`src/rtl/ahb_req_arbiter_if.sv`:
```
// Requester-side command bus and AHB-master-side command/response bus for ahb_req_arbiter.
// The slave modport is the arbiter's view; the master modport is the requesters/master view.
interface ahb_req_arbiter_if #(
    parameter int unsigned N = 4
);
    // Requester side
    logic [N-1:0]      req;
    logic [N-1:0]      req_wr;
    logic [32*N-1:0]   req_addr;
    logic [32*N-1:0]   req_dina;
    logic [32*N-1:0]   req_dinb;
    logic [2*N-1:0]    req_sel;
    logic [N-1:0]      gnt;
    logic [N-1:0]      ack;
    logic              err;
    logic [31:0]       rdata;
    logic              busy;
    // AHB master side
    logic              m_enable;
    logic              m_wr;
    logic [31:0]       m_addr;
    logic [31:0]       m_dina;
    logic [31:0]       m_dinb;
    logic [1:0]        m_slave_sel;
    logic [31:0]       m_dout;
    logic              hreadyout;
    logic              hresp;

    modport slave (
        input  req, req_wr, req_addr, req_dina, req_dinb, req_sel,
        input  m_dout, hreadyout, hresp,
        output gnt, ack, err, rdata, busy,
        output m_enable, m_wr, m_addr, m_dina, m_dinb, m_slave_sel
    );

    modport master (
        output req, req_wr, req_addr, req_dina, req_dinb, req_sel,
        output m_dout, hreadyout, hresp,
        input  gnt, ack, err, rdata, busy,
        input  m_enable, m_wr, m_addr, m_dina, m_dinb, m_slave_sel
    );
endinterface

```
`src/rtl/ahb_req_arbiter.sv`:
```
// Round-robin arbiter that shares one AHB-Lite master between N requesters.
// One transfer at a time: IDLE (arbitrate) -> ADDR -> WAIT (ready or timeout) -> DONE (ack).
module ahb_req_arbiter #(
    parameter int unsigned N       = 4,
    parameter int unsigned TIMEOUT = 16,
    parameter int unsigned GW      = 3
) (
    input  logic            hclk,
    input  logic            hresetn,
    ahb_req_arbiter_if.slave bus
);
    localparam int unsigned CW = $clog2(TIMEOUT);

    typedef enum logic [1:0] {StIdle, StAddr, StWait, StDone} state_e;

    state_e          r_state, w_state_nxt;
    logic [GW-1:0]   r_last, w_last_nxt;
    logic [CW-1:0]   r_cnt, w_cnt_nxt;
    logic [N-1:0]    r_gnt, w_gnt_nxt;
    logic [N-1:0]    r_ack, w_ack_nxt;
    logic            r_err, w_err_nxt;
    logic [31:0]     r_rdata, w_rdata_nxt;
    logic            r_busy, w_busy_nxt;
    logic            r_en, w_en_nxt;
    logic            r_wr, w_wr_nxt;
    logic [31:0]     r_addr, w_addr_nxt;
    logic [31:0]     r_dina, w_dina_nxt;
    logic [31:0]     r_dinb, w_dinb_nxt;
    logic [1:0]      r_sel, w_sel_nxt;

    // Winner selection and its command fields
    logic [GW-1:0]   w_win_hi, w_win_lo, w_win;
    logic            w_found_hi;
    logic [N-1:0]    w_onehot;
    logic            w_cmd_wr;
    logic [31:0]     w_cmd_addr, w_cmd_dina, w_cmd_dinb;
    logic [1:0]      w_cmd_sel;

    // Rotating priority: lowest set index above last_grant, else lowest set index overall
    always_comb begin
        w_win_hi   = '0;
        w_win_lo   = '0;
        w_found_hi = 1'b0;
        for (int i = N - 1; i >= 0; i--) begin
            if (bus.req[i]) begin
                if (GW'(i) > r_last) begin
                    w_win_hi   = GW'(i);
                    w_found_hi = 1'b1;
                end else begin
                    w_win_lo = GW'(i);
                end
            end
        end
        w_win = w_found_hi ? w_win_hi : w_win_lo;
    end

    // Mux the winner's command slice and build its one-hot grant
    always_comb begin
        w_onehot   = '0;
        w_cmd_wr   = 1'b0;
        w_cmd_addr = '0;
        w_cmd_dina = '0;
        w_cmd_dinb = '0;
        w_cmd_sel  = '0;
        for (int i = 0; i < N; i++) begin
            if (GW'(i) == w_win) begin
                w_onehot[i] = 1'b1;
                w_cmd_wr    = bus.req_wr[i];
                w_cmd_addr  = bus.req_addr[32*i +: 32];
                w_cmd_dina  = bus.req_dina[32*i +: 32];
                w_cmd_dinb  = bus.req_dinb[32*i +: 32];
                w_cmd_sel   = bus.req_sel[2*i +: 2];
            end
        end
    end

    // Next-state and registered-output logic
    always_comb begin
        w_state_nxt = r_state;
        w_last_nxt  = r_last;
        w_cnt_nxt   = r_cnt;
        w_gnt_nxt   = r_gnt;
        w_ack_nxt   = r_ack;
        w_err_nxt   = r_err;
        w_rdata_nxt = r_rdata;
        w_busy_nxt  = r_busy;
        w_en_nxt    = r_en;
        w_wr_nxt    = r_wr;
        w_addr_nxt  = r_addr;
        w_dina_nxt  = r_dina;
        w_dinb_nxt  = r_dinb;
        w_sel_nxt   = r_sel;
        unique case (r_state)
            StIdle: begin
                if (|bus.req) begin
                    w_state_nxt = StAddr;
                    w_gnt_nxt   = w_onehot;
                    w_busy_nxt  = 1'b1;
                    w_en_nxt    = 1'b1;
                    w_wr_nxt    = w_cmd_wr;
                    w_addr_nxt  = w_cmd_addr;
                    w_dina_nxt  = w_cmd_dina;
                    w_dinb_nxt  = w_cmd_dinb;
                    w_sel_nxt   = w_cmd_sel;
                end
            end
            StAddr: begin
                w_state_nxt = StWait;
                w_en_nxt    = 1'b0;
                w_cnt_nxt   = '0;
            end
            StWait: begin
                if (bus.hreadyout) begin
                    w_state_nxt = StDone;
                    w_ack_nxt   = r_gnt;
                    w_err_nxt   = bus.hresp;
                    if (!r_wr) begin
                        w_rdata_nxt = bus.m_dout;
                    end
                end else if (r_cnt == CW'(TIMEOUT - 1)) begin
                    w_state_nxt = StDone;
                    w_ack_nxt   = r_gnt;
                    w_err_nxt   = 1'b1;
                end else begin
                    w_cnt_nxt = r_cnt + 1'b1;
                end
            end
            StDone: begin
                w_state_nxt = StIdle;
                w_gnt_nxt   = '0;
                w_ack_nxt   = '0;
                w_err_nxt   = 1'b0;
                w_busy_nxt  = 1'b0;
                w_last_nxt  = w_gnt_to_idx(r_gnt);
            end
            default: w_state_nxt = StIdle;
        endcase
    end

    function automatic logic [GW-1:0] w_gnt_to_idx(input logic [N-1:0] oh);
        logic [GW-1:0] idx;
        idx = '0;
        for (int i = 0; i < N; i++) begin
            if (oh[i]) begin
                idx = GW'(i);
            end
        end
        return idx;
    endfunction

    // State and output registers; reset aborts any in-flight transfer
    always_ff @(posedge hclk or negedge hresetn) begin
        if (!hresetn) begin
            r_state <= StIdle;
            r_last  <= GW'(N - 1);
            r_cnt   <= '0;
            r_gnt   <= '0;
            r_ack   <= '0;
            r_err   <= 1'b0;
            r_rdata <= '0;
            r_busy  <= 1'b0;
            r_en    <= 1'b0;
            r_wr    <= 1'b0;
            r_addr  <= '0;
            r_dina  <= '0;
            r_dinb  <= '0;
            r_sel   <= '0;
        end else begin
            r_state <= w_state_nxt;
            r_last  <= w_last_nxt;
            r_cnt   <= w_cnt_nxt;
            r_gnt   <= w_gnt_nxt;
            r_ack   <= w_ack_nxt;
            r_err   <= w_err_nxt;
            r_rdata <= w_rdata_nxt;
            r_busy  <= w_busy_nxt;
            r_en    <= w_en_nxt;
            r_wr    <= w_wr_nxt;
            r_addr  <= w_addr_nxt;
            r_dina  <= w_dina_nxt;
            r_dinb  <= w_dinb_nxt;
            r_sel   <= w_sel_nxt;
        end
    end

    assign bus.gnt         = r_gnt;
    assign bus.ack         = r_ack;
    assign bus.err         = r_err;
    assign bus.rdata       = r_rdata;
    assign bus.busy        = r_busy;
    assign bus.m_enable    = r_en;
    assign bus.m_wr        = r_wr;
    assign bus.m_addr      = r_addr;
    assign bus.m_dina      = r_dina;
    assign bus.m_dinb      = r_dinb;
    assign bus.m_slave_sel = r_sel;
endmodule

```
`src/flat_wrapper.sv`:
```
// flat-port wrapper written by rule: the top's interface ports become plain ports
module ahb_req_arbiter_flat 
#(
    parameter int unsigned N       = 4,
    parameter int unsigned TIMEOUT = 16,
    parameter int unsigned GW      = 3
)
  (hclk, hresetn, bus_req, bus_req_wr, bus_req_addr, bus_req_dina, bus_req_dinb, bus_req_sel, bus_m_dout, bus_hreadyout, bus_hresp, bus_gnt, bus_ack, bus_err, bus_rdata, bus_busy, bus_m_enable, bus_m_wr, bus_m_addr, bus_m_dina, bus_m_dinb, bus_m_slave_sel);
  ahb_req_arbiter_if #(.N(N)) bus_i ();
  input  logic hclk;
  input  logic hresetn;
  input wire logic [$bits(bus_i.req)-1:0] bus_req;
  input wire logic [$bits(bus_i.req_wr)-1:0] bus_req_wr;
  input wire logic [$bits(bus_i.req_addr)-1:0] bus_req_addr;
  input wire logic [$bits(bus_i.req_dina)-1:0] bus_req_dina;
  input wire logic [$bits(bus_i.req_dinb)-1:0] bus_req_dinb;
  input wire logic [$bits(bus_i.req_sel)-1:0] bus_req_sel;
  input wire logic [$bits(bus_i.m_dout)-1:0] bus_m_dout;
  input wire logic [$bits(bus_i.hreadyout)-1:0] bus_hreadyout;
  input wire logic [$bits(bus_i.hresp)-1:0] bus_hresp;
  output wire logic [$bits(bus_i.gnt)-1:0] bus_gnt;
  output wire logic [$bits(bus_i.ack)-1:0] bus_ack;
  output wire logic [$bits(bus_i.err)-1:0] bus_err;
  output wire logic [$bits(bus_i.rdata)-1:0] bus_rdata;
  output wire logic [$bits(bus_i.busy)-1:0] bus_busy;
  output wire logic [$bits(bus_i.m_enable)-1:0] bus_m_enable;
  output wire logic [$bits(bus_i.m_wr)-1:0] bus_m_wr;
  output wire logic [$bits(bus_i.m_addr)-1:0] bus_m_addr;
  output wire logic [$bits(bus_i.m_dina)-1:0] bus_m_dina;
  output wire logic [$bits(bus_i.m_dinb)-1:0] bus_m_dinb;
  output wire logic [$bits(bus_i.m_slave_sel)-1:0] bus_m_slave_sel;
  assign bus_i.req = bus_req;
  assign bus_i.req_wr = bus_req_wr;
  assign bus_i.req_addr = bus_req_addr;
  assign bus_i.req_dina = bus_req_dina;
  assign bus_i.req_dinb = bus_req_dinb;
  assign bus_i.req_sel = bus_req_sel;
  assign bus_i.m_dout = bus_m_dout;
  assign bus_i.hreadyout = bus_hreadyout;
  assign bus_i.hresp = bus_hresp;
  assign bus_gnt = bus_i.gnt;
  assign bus_ack = bus_i.ack;
  assign bus_err = bus_i.err;
  assign bus_rdata = bus_i.rdata;
  assign bus_busy = bus_i.busy;
  assign bus_m_enable = bus_i.m_enable;
  assign bus_m_wr = bus_i.m_wr;
  assign bus_m_addr = bus_i.m_addr;
  assign bus_m_dina = bus_i.m_dina;
  assign bus_m_dinb = bus_i.m_dinb;
  assign bus_m_slave_sel = bus_i.m_slave_sel;
  ahb_req_arbiter #(.N(N), .TIMEOUT(TIMEOUT), .GW(GW)) u_core (.hclk(hclk), .hresetn(hresetn), .bus(bus_i));
endmodule
```
`config.mk`:
```
export PLATFORM = sky130hd
export DESIGN_NAME = ahb_req_arbiter_flat
export DESIGN_NICKNAME = d
export VERILOG_FILES = /design/src/rtl/ahb_req_arbiter_if.sv /design/src/rtl/ahb_req_arbiter.sv /design/src/flat_wrapper.sv
export SDC_FILE = /design/constraint.sdc
export NUM_CORES = 1
export LEC_CHECK = 0
export BUFFER_PORTS_ARGS = -buffer_cell sky130_fd_sc_hd__buf_2
export CAP_MARGIN = 5
export CORE_AREA = 10 10 218 220
export DETAILED_ROUTE_END_ITERATION = 8
export DIE_AREA = 0 0 228 230
export SKIP_CTS_REPAIR_TIMING = 1
export SYNTH_ARGS = -nofsm -noshare
export SYNTH_HDL_FRONTEND = slang
export SYNTH_SLANG_ARGS = --single-unit
```
`constraint.sdc`:
```
create_clock -name hclk -period 4.5 [get_ports hclk]
set_input_delay 0.45 -clock hclk [delete_from_list [all_inputs] [get_ports hclk]]
set_output_delay 0.45 -clock hclk [all_outputs]
set_load 0.05 [all_outputs]
```
==> results of run 1 <==
## kinds of logic after synthesis
group	after synthesis	synth area share, %
adder cells (fa/ha/maj)	6	0.874
XOR/XNOR	1	0.102
flip-flops	150	43.7
multiplexers	133	16.0
buffers and inverters	92	4.98
AND/OR/NAND/NOR	135	6.40
AO/OA/AOI/OAI	337	27.9
## cell type report
type | instances | area, µm² | share of cell area, %
diodes | 3 | 7.51 | 0.0596
clock buffers | 18 | 439 | 3.48
clock inverters | 14 | 143 | 1.13
inverters | 9 | 33.8 | 0.268
multi-input cells | 612 | 4450 | 35.3
flip-flops and latches | 150 | 3760 | 29.8
well taps | 585 | 732 | 5.81
repair buffers | 592 | 3040 | 24.1
## sequential cells by signal, summed over array words and instances (netlist names)
name / cells
u_core.bus.ack: 4
u_core.bus.busy: 1
u_core.bus.err: 1
u_core.bus.gnt: 4
u_core.bus.m_addr: 32
u_core.bus.m_dina: 32
u_core.bus.m_dinb: 32
u_core.bus.m_enable: 1
u_core.bus.m_slave_sel: 2
u_core.bus.m_wr: 1
u_core.bus.rdata: 32
u_core.r_cnt: 4
u_core.r_last: 2
u_core.r_state: 2
## path summary, 6_finish.rpt
check / startpoint / to / slack [ns] / cells after the start
min reg2reg: u_core.bus.m_dinb[25] / u_core.bus.m_dinb[25] / 0.48 / 2
max in group asynchronous: hresetn / u_core.bus.m_addr[26] / 3.62 / 2
max reg2reg: u_core.r_last[0] / u_core.bus.m_dina[29] / 2.02 / 6
min: hresetn / u_core.bus.rdata[21] / -0.02 / 1
max: u_core.r_last[0] / u_core.bus.m_dina[29] / 2.02 / 6
min in group hclk: bus_m_dout[31] / u_core.bus.rdata[31] / 0.21 / 2
## per-stage QoR
stage	utilization (%)	hold WS, ns	instance area, µm²	setup slack, ns
after floorplan	-	0.154	8590	2.63
after global placement	28.0	0.467	12000	1.89
after detailed placement	28.0	0.483	12000	1.82
after CTS	29.4	-0.0302	12600	2.01
after global routing	29.4	0.00594	12600	1.79
final	29.4	-0.0201	12600	2.02
## layer usage
layer / vias up / wire (µm) / GRT usage (%)
li1: 4381 / - / -
met1: 4385 / 15300 / 15.7
met2: 447 / 19700 / 24.8
met3: 41 / 3120 / 4.86
met4: 0 / 866 / 5.73
met5: - / 0 / 0
## synthesized netlist by cell type (all sizes together), types with 2 or more instances
library cell	n
a21boi	2
a21oi	109
a22o	3
a22oi	98
a311oi	2
buf	30
clkbuf	53
dfrtp	148
dfstp	2
ha	6
inv	9
mux2	34
mux2i	99
nand2	110
nand3	2
nand3b	4
nor2	10
nor2b	2
nor3	2
o21ai	15
o221ai	98
## worst reg2reg max path, cell delays in order, from the launching register on
cell and delay [ns]:
dfstp_2 0.43, or3b_1 0.47, nand3_4 0.10, buf_4 0.39, buf_4 0.60, mux2i_1 0.29, a22oi_1 0.09
## power groups by stage
stage | combinational, mW | sequential (mW) | clock [mW]
floorplan | 2.46 | 4.45 | 0
global placement | 5.95 | 2.45 | 0
detailed placement | 6.05 | 2.48 | 0
CTS | 6.04 | 2.47 | 1.50
global route | 6.43 | 2.55 | 1.54
finish | 5.99 | 2.47 | 1.43
## placed cells by master, fill, tap and decap left out, types with 2 or more instances in the layout
| master | n |
|---|---|
| clkinvlp_4 | 3 |
| nand3b_1 | 4 |
| o21ai_1 | 4 |
| a22o_1 | 3 |
| buf_2 | 576 |
| a21oi_1 | 109 |
| mux2i_1 | 99 |
| ha_1 | 6 |
| diode_2 | 3 |
| nor2_1 | 9 |
| o221ai_1 | 98 |
| mux2_2 | 34 |
| inv_6 | 4 |
| dfstp_2 | 2 |
| dfrtp_1 | 148 |
| buf_12 | 3 |
| o21ai_0 | 11 |
| buf_4 | 12 |
| nand2_1 | 109 |
| inv_2 | 2 |
| nor3_1 | 2 |
| clkbuf_16 | 17 |
| nor2b_1 | 2 |
| a22oi_1 | 98 |
| inv_1 | 7 |
| clkinv_4 | 5 |
==> results by group, run 1 <==
Status
  • Status: finished, violations left
  • Failing checks: hold timing

Logic synthesis
  • Syn Std Cell Area: 0.00859 mm²
  • Synthesized flop and latch total: 150
  • Yosys top cell by area: dfrtp_1
  • Top cell type's share of synthesized area: 43.1%
  • Yosys warnings: 0
  • Synth unique cells: 45
  • Post-synth EDFFs: 0
  • Synthesized net count: between 1k and 1.5k
  • Most area-consuming cells after synthesis: dfrtp_1 43%, mux2i_1 12%, o221ai_1 10%
  • Post-synthesis sequential area ratio: between 40% and 50%
  • Mapped Cells: approximately 850
  • Ys flop type: dfrtp_1
  • Synth async-reset ratio: 100%
  • Mean post-synth cell area: 10.1 µm²

Power
  • Clk pwr share: 14.5%
  • Sequential fraction of design power: 25.0%
  • Switching power: 5.34 mW
  • Pwr Total: 9.90 mW
  • Leakage: 6.30 nW
  • Switching share of power: around 54%
  • Pint: around 4.6 mW
  • VDD IR max: 0.000383 V
  • Pwr dens: around 790 mW/mm²
  • Part of the power in combinational logic: roughly three fifths

Detailed routing
  • DRT Pass-1 Iters: 6
  • Routed length per instance: 19.7 µm
  • Post-Route WL: 39.0 mm
  • Residual DRC: 0
  • Vias: between 9k and 10k
  • Via-per-instance ratio: roughly 4.7
  • Drt first-iter violations: 619
  • Post-route ant nets: 0

Worst hold path
  • Min-delay worst type: input pin to async pin

CTS
  • CTS tree: yes
  • # H-tree levels: 4
  • CTS Root Cell: clkbuf_16
  • Clk sinks: 150
  • CTS Buffer Depth: 2
  • Worst-skew pair later-pin latency: roughly 0.47 ns
  • Worst-path clk slew: ~0.07 ns
  • Num CTS Buffers: 17

Final layout
  • NumNets Final: 1824
  • Area Growth Syn to Fin: 46.8%
  • Fill count: between 4k and 5k
  • Share of cells above drive strength 1: around 48%
  • Layout Cells excl Fill: 1983

Worst setup path
  • Crit path arrival time: between 2 and 3 ns
  • Crit path required time: 4.84 ns
  • Worst path slowest cell: buf_4
  • Most frequent CP cell: buf_4
  • Worst Setup End Kind: flip-flop
  • Top Family by Delay on Critical Path: buffers and inverters
  • CP cell instances: or3b_1, nand3_4, buf_4, buf_4, mux2i_1, a22oi_1
  • Buf+Inv Stages, Crit Path: 2
  • Setup Crit Path Kind: flip-flop to flip-flop
  • Setup crit start kind: flip-flop
  • CP max FO: 32
  • Critical path's largest stage delay: 0.58 ns

Timing
  • Max-Slew Margin vs Limit: 37.6%
  • Final hold slack: -0.0201 ns
  • Setup TNS: 0 ns
  • Clock Skews: 0.00967 ns
  • Max Slew Vio Count: 0
  • Fmax: slightly above 400 MHz
  • Slew @ Worst Pin: 0.936 ns
  • Tmin final: 2.48 ns
  • RSZ-0062 raised after global routing: false
  • Period utilisation layout: 55.2%
  • Fin. Hold Viols: 11
  • Final setup vio count: 0

GRT
  • Largest net degree at the start of global routing: 108
  • GRT Overall Usage: 14.3%
  • Vias in the first global route: 9849
  • First-pass GRT wire length: 58.9 mm
  • Total gr overflow: 0
  • Initial antenna violation count: 2

Place
  • Dpl hpwl: 31.6 mm
  • Routability cong.: between 0.9 and 1
  • Placed cells: ~2k
  • Input/output buffers: between 500 and 600

Floorplan
  • # rows: 76
  • I/O pin total: 578
  • Die Wd: ~230 µm
  • Die H: 230 µm
  • Die Footprint: 0.0524 mm²
  • Initial Utilization: 20.0%
  • CORE AREA: 0.0429 mm²

Flow run
  • Max-cap violations: 0
Note: power is estimated with default switching activity, not from simulation.
==> run 2: changes to the inputs <==
--- a/config.mk
+++ b/config.mk
@@ -7,9 +7,9 @@
 export LEC_CHECK = 0
 export BUFFER_PORTS_ARGS = -buffer_cell sky130_fd_sc_hd__buf_2
 export CAP_MARGIN = 5
-export CORE_AREA = 10 10 218 220
+export CORE_AREA = 10 10 217 219
 export DETAILED_ROUTE_END_ITERATION = 8
-export DIE_AREA = 0 0 228 230
+export DIE_AREA = 0 0 227 229
 export SKIP_CTS_REPAIR_TIMING = 1
 export SYNTH_ARGS = -nofsm -noshare
 export SYNTH_HDL_FRONTEND = slang
==> constraint.sdc (replaced) <==
create_clock -name hclk -period 2.2 [get_ports hclk]
set_input_delay 0.22 -clock hclk [delete_from_list [all_inputs] [get_ports hclk]]
set_output_delay 0.22 -clock hclk [all_outputs]
set_load 0.05 [all_outputs]
==> run 2 against run 1 <==
  * The flow now finishes without violations
  * Clock power up 140%
  * Via count grew 3.9%
  * Register-to-register slack got worse by 1.9 ns
  * Setup slack lost 1.9 ns
  * Largest cell class unchanged
  * Largest power group unchanged
==> results by group, run 2 (synthesis gave the netlist of run 1 again) <==
Timing
  • Slack of the critical path: 0.159 ns
  • Final setup vio count: 0
  • Period utilisation layout: roughly 93%
  • Fmax: around 500 MHz
  • Fin. Hold Viols: 0
  • RSZ-0062 raised after global routing: false
  • Tmin final: 2.04 ns
  • Clock Skews: 0.0149 ns
  • Setup TNS: 0 ns
  • Max-Slew Margin vs Limit: a little over three fifths
  • Slew @ Worst Pin: 0.561 ns
  • Max Slew Vio Count: 0

CTS
  • Clk sinks: 150
  • Num CTS Buffers: 17
  • CTS tree: yes
  • CTS Root Cell: clkbuf_16
  • Worst-path clk slew: 0.06 ns
  • Worst-skew pair later-pin latency: approximately 0.47 ns
  • # H-tree levels: 4
  • CTS Buffer Depth: 2

Detailed routing
  • Drt first-iter violations: 660
  • Vias: around 9.6k
  • Residual DRC: 0
  • Routed length per instance: 20.7 µm
  • DRT Pass-1 Iters: 5
  • Post-route ant nets: 0
  • Post-Route WL: 41.1 mm
  • Via-per-instance ratio: between 4 and 5

Worst setup path
  • Crit path required time: 2.54 ns
  • Worst Setup End Kind: flip-flop
  • CP max FO: 60
  • Buf+Inv Stages, Crit Path: 1
  • Worst path slowest cell: dfstp_2
  • Critical path's largest stage delay: 0.64 ns
  • CP cell instances: nor2b_1, o21ai_1, nand3_4, buf_12, mux2i_1, a22oi_1
  • Worst r2r dst: u_core.bus.m_dina[24]
  • Setup Crit Path Kind: flip-flop to flip-flop
  • Setup crit start kind: flip-flop
  • Top Family by Delay on Critical Path: flip-flops
  • RR Startpoint: u_core.r_last[0]
  • Critical Path Source: u_core.r_last[0]
  • Worst r2r path cells: 6
  • R2r setup slk: 0.16 ns
  • Crit path arrival time: 2.38 ns

Power
  • Part of the power in combinational logic: 59.7%
  • VDD IR max: 0.000758 V
  • Switching share of power: 51.9%
  • Sequential fraction of design power: between 20% and 30%
  • Leakage: 6.58 nW
  • Pwr dens: approximately 1600 mW/mm²
  • Pint: roughly 10 mW
  • Clk pwr share: between 10% and 20%
  • Switching power: 11.0 mW

Final layout
  • Area Growth Syn to Fin: 53.7%
  • Share of cells above drive strength 1: 47.3%
  • NumNets Final: 1864
  • Most common cell after layout, fill and taps aside: buf_2
  • Commonest cells after routing, fill and taps aside: 576 x buf_2, 148 x dfrtp_1, 109 x a21oi_1, 109 x nand2_1, 99 x mux2i_1
  • Layout Cells excl Fill: 1983
  • Post-route cell area: about 0.013 mm²

Floorplan
  • I/O pin total: 578
  • CORE AREA: approximately 0.043 mm²
  • Die Wd: 227 µm
  • Initial Utilization: 20.1%
  • Die H: 229 µm
  • Die Footprint: 0.0520 mm²
  • # rows: 76

GRT
  • Total gr overflow: 0
  • Vias in the first global route: ~10k
  • Initial antenna violation count: 6
  • GRT Overall Usage: 15.0%
  • First-pass GRT wire length: approximately 60 mm
  • Largest net degree at the start of global routing: around 110

Status
  • Status: completed

Flow run
  • Max-cap violations: 0

Place
  • Routability cong.: 0.895
  • Post-Place Setup Slack: 0.0633 ns
  • Input/output buffers: 577
  • Area after DPL: roughly 0.012 mm²
  • Placed cells: 1917
  • Dpl hpwl: 32.5 mm

Worst hold path
  • Min-Delay Path Depth: 2
  • Min-delay worst type: input pin to flip-flop
  • HP Start: bus_m_dout[2]
  • Hold Path Sink: u_core.bus.rdata[2]
## run 2: cell types whose count changed in the layout (fill, tap and decap cells not counted), sizes merged
cell         delta
clkinv          -2
buf             +8
clkinvlp        -1
dlygate4sd3    +32
inv             -4
bufinv          +6
## run 2: routing by layer
| metal | part of all wire [%] | track usage, % |
|---|---|---|
| met3 | 9.8 | 4.95 |
| met5 | 0.056 | 0 |
| met4 | 2.7 | 6.33 |
| met2 | 50 | 25.8 |
| met1 | 37 | 16.7 |
## run 2: stage by stage
step                util [%]  hold slack, ns  total power, mW
floorplan                  -         -0.0756             14.1
global placement        28.5           0.245             17.5
detailed placement      28.5           0.258             17.8
CTS                     30.1          -0.276             21.3
global route            30.9          0.0123             22.5
finish                  30.9          0.0419             21.2
## run 2: worst max path at each step
stage                            endpoint  slack (ns)  cells after the start
floorplan           u_core.bus.m_dinb[16]        0.33                      7
global placement    u_core.bus.m_dina[22]        0.13                      5
detailed placement  u_core.bus.m_dina[22]        0.06                      5
CTS                 u_core.bus.m_dina[22]        0.07                      5
global route        u_core.bus.m_dina[22]        0.05                      6
finish              u_core.bus.m_dina[24]        0.16                      6
## run 2: final cells by class
class / count / area, µm²
diodes: 3 / 7.51
repair buffers: 632 / 3570
inverters: 9 / 33.8
fillers: 4427 / 29500
multi-input cells: 612 / 4460
well taps: 546 / 683
flip-flops and latches: 150 / 3760
clock buffers: 18 / 429
clock inverters: 13 / 253
## run 2: power by group through the flow
stage                     sequential (mW)  combinational (mW)  clock [mW]
after floorplan                      9.11                5.02           0
after global placement               5.00                12.5           0
after global routing                 5.25                13.5        3.70
after detailed placement             5.07                12.7           0
final                                5.07                12.6        3.49
after CTS                            5.05                12.7        3.59
